==> config.mk <==
export PLATFORM = sky130hd
export DESIGN_NAME = shift_ctrl
export DESIGN_NICKNAME = d
export VERILOG_FILES = /design/src/rtl/shift_ctrl.sv
export SDC_FILE = /design/constraint.sdc
export NUM_CORES = 1
export LEC_CHECK = 0
export ABC_CLOCK_PERIOD_IN_PS = 1520
export BUFFER_PORTS_ARGS = -buffer_cell sky130_fd_sc_hd__buf_4
export CORE_ASPECT_RATIO = 1.5
export CORE_MARGIN = 4
export CORE_UTILIZATION = 45
export DETAILED_ROUTE_END_ITERATION = 10
export PLACE_DENSITY = 0.84
export SYNTH_ARGS = -nofsm -noshare
export SYNTH_HDL_FRONTEND = slang
export SYNTH_SLANG_ARGS = --single-unit
==> constraint.sdc <==
create_clock -name clk -period 1.52 [get_ports clk]
set_clock_uncertainty 0.05 [all_clocks]
set_input_delay 0.456 -clock clk [delete_from_list [all_inputs] [get_ports clk]]
set_output_delay 0.456 -clock clk [all_outputs]
set_load 0.02 [all_outputs]
==> src/rtl/shift_ctrl.sv <==
// shift_ctrl: bit-serial shifter, one bit per clock, valid/ready on both sides.
// Supports SLL, SRL and SRA by 0..WIDTH-1, plus PASS. Only one request is in flight at a time.
//
// Ports:
//   clk, rst           clock; asynchronous active-high reset
//   flush              synchronous abort of the operation in progress, back to IDLE
//   in_valid/in_ready  request handshake; in_ready is high only in IDLE
//   in_op              00 SLL, 01 SRL, 10 SRA, 11 PASS
//   in_data, in_shamt  operand and shift amount
//   out_valid/ready    result handshake; out_valid is high only in DONE
//   out_data           registered result (accumulator)
//   busy               high in SHIFT or DONE

module shift_ctrl #(
  parameter int WIDTH = 32,
  parameter int SHW   = 5
) (
  input  logic             clk,
  input  logic             rst,
  input  logic             flush,
  input  logic             in_valid,
  output logic             in_ready,
  input  logic [1:0]       in_op,
  input  logic [WIDTH-1:0] in_data,
  input  logic [SHW-1:0]   in_shamt,
  output logic             out_valid,
  input  logic             out_ready,
  output logic [WIDTH-1:0] out_data,
  output logic             busy
);

  localparam logic [1:0] OP_SLL  = 2'b00;
  localparam logic [1:0] OP_SRL  = 2'b01;
  localparam logic [1:0] OP_SRA  = 2'b10;
  localparam logic [1:0] OP_PASS = 2'b11;

  localparam logic [SHW-1:0] CNT_ONE =
    {{(SHW-1){1'b0}}, 1'b1};

  typedef enum logic [1:0] {
    IDLE  = 2'd0,
    SHIFT = 2'd1,
    DONE  = 2'd2
  } state_t;

  state_t           state, state_n;
  logic [WIDTH-1:0] acc, acc_n;
  logic [SHW-1:0]   cnt, cnt_n;
  logic [1:0]       op, op_n;
  logic [WIDTH-1:0] acc_step;

  // One-bit step of the accumulator. SRA keeps the MSB, which is
  // the latched operand's sign bit, since the MSB never changes.
  always_comb begin
    acc_step = acc;
    unique case (op)
      OP_SLL:  acc_step = {acc[WIDTH-2:0], 1'b0};
      OP_SRL:  acc_step = {1'b0, acc[WIDTH-1:1]};
      OP_SRA:  acc_step = {acc[WIDTH-1], acc[WIDTH-1:1]};
      OP_PASS: acc_step = acc;
    endcase
  end

  always_ff @(posedge clk or posedge rst) begin
    if (rst) begin
      state <= IDLE;
      acc   <= '0;
      cnt   <= '0;
      op    <= OP_SLL;
    end else begin
      state <= state_n;
      acc   <= acc_n;
      cnt   <= cnt_n;
      op    <= op_n;
    end
  end

  always_comb begin
    state_n = state;
    acc_n   = acc;
    cnt_n   = cnt;
    op_n    = op;
    if (flush) begin
      state_n = IDLE;
      cnt_n   = '0;
    end else begin
      unique case (state)
        IDLE: begin
          if (in_valid) begin
            op_n  = in_op;
            acc_n = in_data;
            if (in_op == OP_PASS || in_shamt == '0) begin
              state_n = DONE;
              cnt_n   = '0;
            end else begin
              state_n = SHIFT;
              cnt_n   = in_shamt;
            end
          end
        end
        SHIFT: begin
          acc_n = acc_step;
          cnt_n = cnt - CNT_ONE;
          if (cnt == CNT_ONE)
            state_n = DONE;
        end
        DONE: begin
          if (out_ready)
            state_n = IDLE;
        end
        default: begin
          state_n = IDLE;
          cnt_n   = '0;
        end
      endcase
    end
  end

  assign in_ready  = (state == IDLE);
  assign out_valid = (state == DONE);
  assign busy      = (state != IDLE);
  assign out_data  = acc;

endmodule
# Yosys cells after proc, flatten, opt, wreduce, memory -nomap -nowiden
# Index checks and enable logic that the tools add are counted.
# totals
out_inout_bits	35
mem_bits_ro	0
n_memories	0
latchBits	0
register_bits	41
inputBits	44
mem_bits_rw	0
# op_classes
mux	13
shift	0
n_div	0
n_eq_ne	14
add_sub_neg	1
n_lt_le_gt_ge	0
n_bitwise	1
mul	0
n_reduce_logical	11
# ops
op	count
$pmux 32 s3	1
$pmux 32 s2	1
$mux 32	1
$mux 5	3
$pmux 5 s3	1
$mux 2	5
$eq 2x2->1 const B	4
$ne 2x2->1 const B	4
$ne 3x3->1 const B	2
$pmux 2 s3	1
$reduce_and 3->1	2
$eq 5x1->1 const B	1
$logic_not 5->1	1
$reduce_and 5->1	1
$sub 5x1->5 const B	1
$eq 2x1->1 const B	2
$logic_not 2->1	2
$reduce_and 4->1	1
$reduce_bool 2->1	2
$ne 3x2->1 const B	1
$reduce_and 2->1	1
$logic_or 1x1->1	1
$not 1->1	1

# Depth between registers and ports, before layout
# depth
ltp_word	6
mapped_depth	7

# Worst setup path before layout
# OpenSTA, ideal clock, no wires.
# synth_path
kind	input-to-reg
start	input in_shamt[0]
end	register cnt[1]
path_stages	4
arrival_time_ns	1.512
path_buffers	0
path_slack_ns	-0.168
setup_ns	0.126
path_cell_list	or4_1 > o21ai_2 > a211oi_2 > a221o_1
# synth_between
elab_chain_len	6
# synth_lines
element	line_no	rtl
start, declared	25	input logic [SHW-1:0] in_shamt,
$logic_not 5->1	92	if (in_op == OP_PASS || in_shamt == '0) begin
$logic_or 1x1->1	92	
$mux 5	92	
$mux 5	89	if (in_valid) begin
$pmux 5 s3	87	unique case (state)
$mux 5	83	if (flush) begin
end signal, assigned	73	cnt <= cnt_n;
end, declared	48	logic [SHW-1:0] cnt, cnt_n;
# No other way between the ends. The select of a mux whose other input is x is not followed.
# A chain may end at the register's enable or synchronous reset.

# Final worst setup path
# layout_path
start	register op[1]
end	register acc[16] (netlist: out_data[16])
# layout_between
elab_chain_len	3
word_cells_on_any_way	8
cone_classes	4 x eq/ne; 2 x mux; 2 x reduce/logical
# layout_lines
element	line_no	rtl
start, declared	49	logic [1:0] op, op_n;
start signal, assigned	74	op <= op_n;
$eq 2x2->1 (tied with other cells)	56	unique case (op)
$pmux 32 s3 / $ne 2x2->1 (equally long branches)	-	
$pmux 32 s2 / $reduce_and 4->1 (equally long branches)	-	
end signal, assigned	72	acc <= acc_n;
end, declared	47	logic [WIDTH-1:0] acc, acc_n;
# Parallel ways exist; a longest one is shown, timed or not.

==> parameters.txt <==
Parameter                              Value

Synthesis
  Number of distinct library cells after synthesis    36
  Area share of the largest cell type after synthesis    44.59%
  Number of register bits inferred by synthesis    41
  Sequential element share of the synthesized area    44.59%
  Yosys warning total    0
  EDFF count, synth    0
  Cell taking the most area after synthesis    sky130_fd_sc_hd__dfrtp_1
  Leading post-synthesis cells by cell area    sky130_fd_sc_hd__dfrtp_1 (45%), sky130_fd_sc_hd__a221oi_1 (11%), sky130_fd_sc_hd__o31ai_1 (9.8%)
  Synth Instances    256
  Combined area of all synthesized cells    0.002301 mm²
  Main flop type after synthesis    sky130_fd_sc_hd__dfrtp_1
  Synthesized Nets    305
  Fraction of registers with async set/reset    100.0%
  Post-Syn Area per Cell    8.988 µm²

CTS
  Clock insertion delay at the later pin of the skew report    0.31 ns
  Register clock-pin slew on the reported worst setup and hold paths    0.08 ns
  Clock sink count    41
  Bufs on Longest Clock Path    2
  H-Tree Depth    2
  CTS buffer count    5
  CTS tree    built
  Clock Root Buffer    sky130_fd_sc_hd__clkbuf_8
  Cts-stage hold buffer count    0

Drt
  First-pass DRT Iterations    4
  Number of vias per cell after detailed routing    6.587
  Final wirelength    10.17 mm
  Count of unresolved DRC violations after routing    0
  Number of nets with antenna violations after detailed routing    0
  Routed vias    2839
  Routed length per instance    23.59 µm
  Initial DRC count    225

Finish
  Share of layout cells above drive strength 1    58.90%
  Layout-stage area growth over the synthesis result    82.71%
  Number of nets at the end of the flow    413
  Total of fill cells in the finished design    238
  Count of antenna diodes in the layout    0

Critical path
  Peak fanout along the critical path    5
  Reg-to-reg startpoint    op[1]
  Crit Reg-Reg Endpoint    out_data[16]
  Crit path launch type    register
  WP data arrival    1.90 ns
  Setup Crit Path Kind    reg -> reg
  Worst R2R Setup Slack    -0.23 ns
  Kind of end point of the critical path    register
  CP Data Required Time    1.67 ns
  Worst-case reg-to-reg path depth    6

Outcome
  Result of the run    finished with violations
  Violated checks    setup timing

Placement
  Total half-perimeter wirelength after legalization and detailed placement    4.740 mm
  PortBufs    78
  Routability cong.    0.7714

Die
  Total number of placement rows    31
  Core footprint    0.004887 mm²
  Total die area    0.006345 mm²
  Starting density of the core    47.08%
  Boundary Pins    79
  DIE WIDTH    66.39 µm
  Die height    95.58 µm

STA
  Hold Vio Cnt, Final    0
  Endpoints failing setup    35
  Final critical-path setup slack    -0.2333 ns
  Transition time of the tightest slew-check pin    0.3722 ns
  Slew Limit Headroom    74.84%
  Setup repair after global routing missed its margin    yes
  Minimum period implied by the final worst setup slack    1.753 ns
  Final clock period utilization by the worst path    115.3%
  Final total negative setup slack    -4.604 ns
  Max frequency    0.5704 GHz
  Worst Hold Slack    0.1225 ns
  Fin. max-slew vios    0

Min path
  Type of the worst min-delay path    in -> async

Global routing
  Wire length of the first global-routing pass    14.29 mm
  Maximum number of pins on one net before global-route repair    42
  Via count of the first global-routing pass    2760
  Overall track demand over capacity in global routing    30.26%
  Number of antenna violations at the first check in global routing    0
  Residual overflow from global routing    0

Power and ir drop
  VDD IR-drop max    0.001308 V
  Total power divided by cell area    1966 mW/mm²
  Leakage component of the power    0.001845 µW
  Pwr Total    8264 µW

Job
  Reported max-cap violation count    0
[critical path, cell delays in order, from the launching register on]
cell                       delay [ns]
sky130_fd_sc_hd__dfrtp_1         0.40
sky130_fd_sc_hd__buf_6           0.13
sky130_fd_sc_hd__ha_4            0.24
sky130_fd_sc_hd__nor2_4          0.24
sky130_fd_sc_hd__buf_6           0.18
sky130_fd_sc_hd__a221oi_2        0.08
sky130_fd_sc_hd__o31ai_2         0.32
[synthesized netlist by cell type (2+ instances only)]
library cell	instances
sky130_fd_sc_hd__buf_2	6
sky130_fd_sc_hd__a221o_1	2
sky130_fd_sc_hd__nand3_1	3
sky130_fd_sc_hd__inv_1	8
sky130_fd_sc_hd__o31ai_1	30
sky130_fd_sc_hd__nand2b_1	2
sky130_fd_sc_hd__nor3b_1	2
sky130_fd_sc_hd__o21ai_0	5
sky130_fd_sc_hd__nor3_1	3
sky130_fd_sc_hd__nand2_1	39
sky130_fd_sc_hd__ha_1	5
sky130_fd_sc_hd__clkbuf_1	15
sky130_fd_sc_hd__a221oi_1	30
sky130_fd_sc_hd__a21oi_1	3
sky130_fd_sc_hd__a211oi_2	2
sky130_fd_sc_hd__dfrtp_1	41
sky130_fd_sc_hd__nor2_1	41
[worst max path at each step]
stage	cells past startpoint	start	slack (ns)	endpoint
after floorplan	4	in_shamt[0]	-0.15	cnt[1]
after global placement	5	in_shamt[0]	-0.29	cnt[1]
after detailed placement	5	in_shamt[0]	-0.32	cnt[0]
after CTS	2	state[1]	-0.15	busy
after global routing	6	op[1]	-0.31	out_data[16]
final	6	op[1]	-0.23	out_data[16]
[per-stage QoR]
| stage | cells | area [µm²] | utilization [%] | worst slack, ns |
|---|---|---|---|---|
| 6_report | 431 | 4204 | 86.02 | -0.2333 |
| 5_1_grt | 431 | 4204 | 86.02 | -0.3070 |
| 4_1_cts | 428 | 3984 | 81.52 | -0.1483 |
| 3_5_place_dp | 400 | 3109 | 63.62 | -0.3201 |
| 3_3_place_gp | 400 | 3109 | 63.62 | -0.2940 |
| 2_1_floorplan | 256 | 2350 | - | -0.1538 |
[cell usage in the layout, fill, tap and decap left out, types with 2 or more instances in the layout]
master | Yosys | routed
sky130_fd_sc_hd__inv_1 | 8 | 4
sky130_fd_sc_hd__nor3_1 | 3 | 3
sky130_fd_sc_hd__o31ai_4 | 0 | 10
sky130_fd_sc_hd__nor3b_1 | 2 | 2
sky130_fd_sc_hd__buf_12 | 0 | 6
sky130_fd_sc_hd__a221o_1 | 2 | 2
sky130_fd_sc_hd__ha_1 | 5 | 3
sky130_fd_sc_hd__o21ai_0 | 5 | 5
sky130_fd_sc_hd__nand2_1 | 39 | 33
sky130_fd_sc_hd__a211oi_2 | 2 | 2
sky130_fd_sc_hd__o31ai_2 | 0 | 13
sky130_fd_sc_hd__inv_2 | 0 | 3
sky130_fd_sc_hd__dfrtp_1 | 41 | 34
sky130_fd_sc_hd__a221oi_4 | 0 | 9
sky130_fd_sc_hd__nor2_4 | 0 | 3
sky130_fd_sc_hd__buf_4 | 1 | 93
sky130_fd_sc_hd__clkbuf_8 | 0 | 6
sky130_fd_sc_hd__nand3_1 | 3 | 2
sky130_fd_sc_hd__a21oi_1 | 3 | 3
sky130_fd_sc_hd__nor2_2 | 0 | 2
sky130_fd_sc_hd__buf_16 | 0 | 7
sky130_fd_sc_hd__dfrtp_2 | 0 | 7
sky130_fd_sc_hd__nand2_2 | 0 | 6
sky130_fd_sc_hd__a221oi_1 | 30 | 2
sky130_fd_sc_hd__o31ai_1 | 30 | 7
sky130_fd_sc_hd__nor2_1 | 41 | 36
sky130_fd_sc_hd__buf_6 | 0 | 14
sky130_fd_sc_hd__a211oi_4 | 1 | 2
sky130_fd_sc_hd__a221oi_2 | 0 | 19
[cell families (layout without fill, tap and decap cells)]
logic type	after synthesis	count (layout)	share of synthesized area (%)
adder cells (fa/ha/maj)	5	5	2.719
AO/OA/AOI/OAI	84	84	29.80
flip-flops	41	41	44.59
buffers and inverters	30	139	5.383
AND/OR/NAND/NOR	96	96	17.51
[cell type report]
cell class	count	area [µm²]	area share (%)
clock inverter	1	30.03	0.7143
timing repair buffer	123	1214	28.87
inverter	8	30.03	0.7143
clock buffer	7	86.33	2.054
multi-input combinational	185	1727	41.07
sequential	41	1035	24.61
tap	66	82.58	1.964
[state kept, by name (all words and copies together), names as in the netlist]
name / cells
out_data: 32
cnt: 5
op: 2
state: 2
[where the power goes]
group          internal (µW)  leakage (µW)  switching (µW)
Clock                    536     0.0000585             414
Combinational           2230       0.00129            2720
Sequential              1550      0.000501             823
Total                   4310       0.00184            3950
[routing by layer]
| layer | global-route usage (%) | up-vias | wire, µm |
|---|---|---|---|
| met5 | 0 | - | 0 |
| met1 | 33.58 | 1418 | 3657 |
| met3 | 4.717 | 50 | 665 |
| met4 | 14.92 | 0 | 537 |
| met2 | 54.85 | 189 | 5305 |
| li1 | - | 1182 | - |
[what timing repair did]
action	4_1_cts	5_1_grt
resized for setup	88	40
endpoints found under the setup margin	36	44
buffers inserted	10	7
gates cloned	10	1
pin swaps	28	17
(Power assumes the default switching activity.)
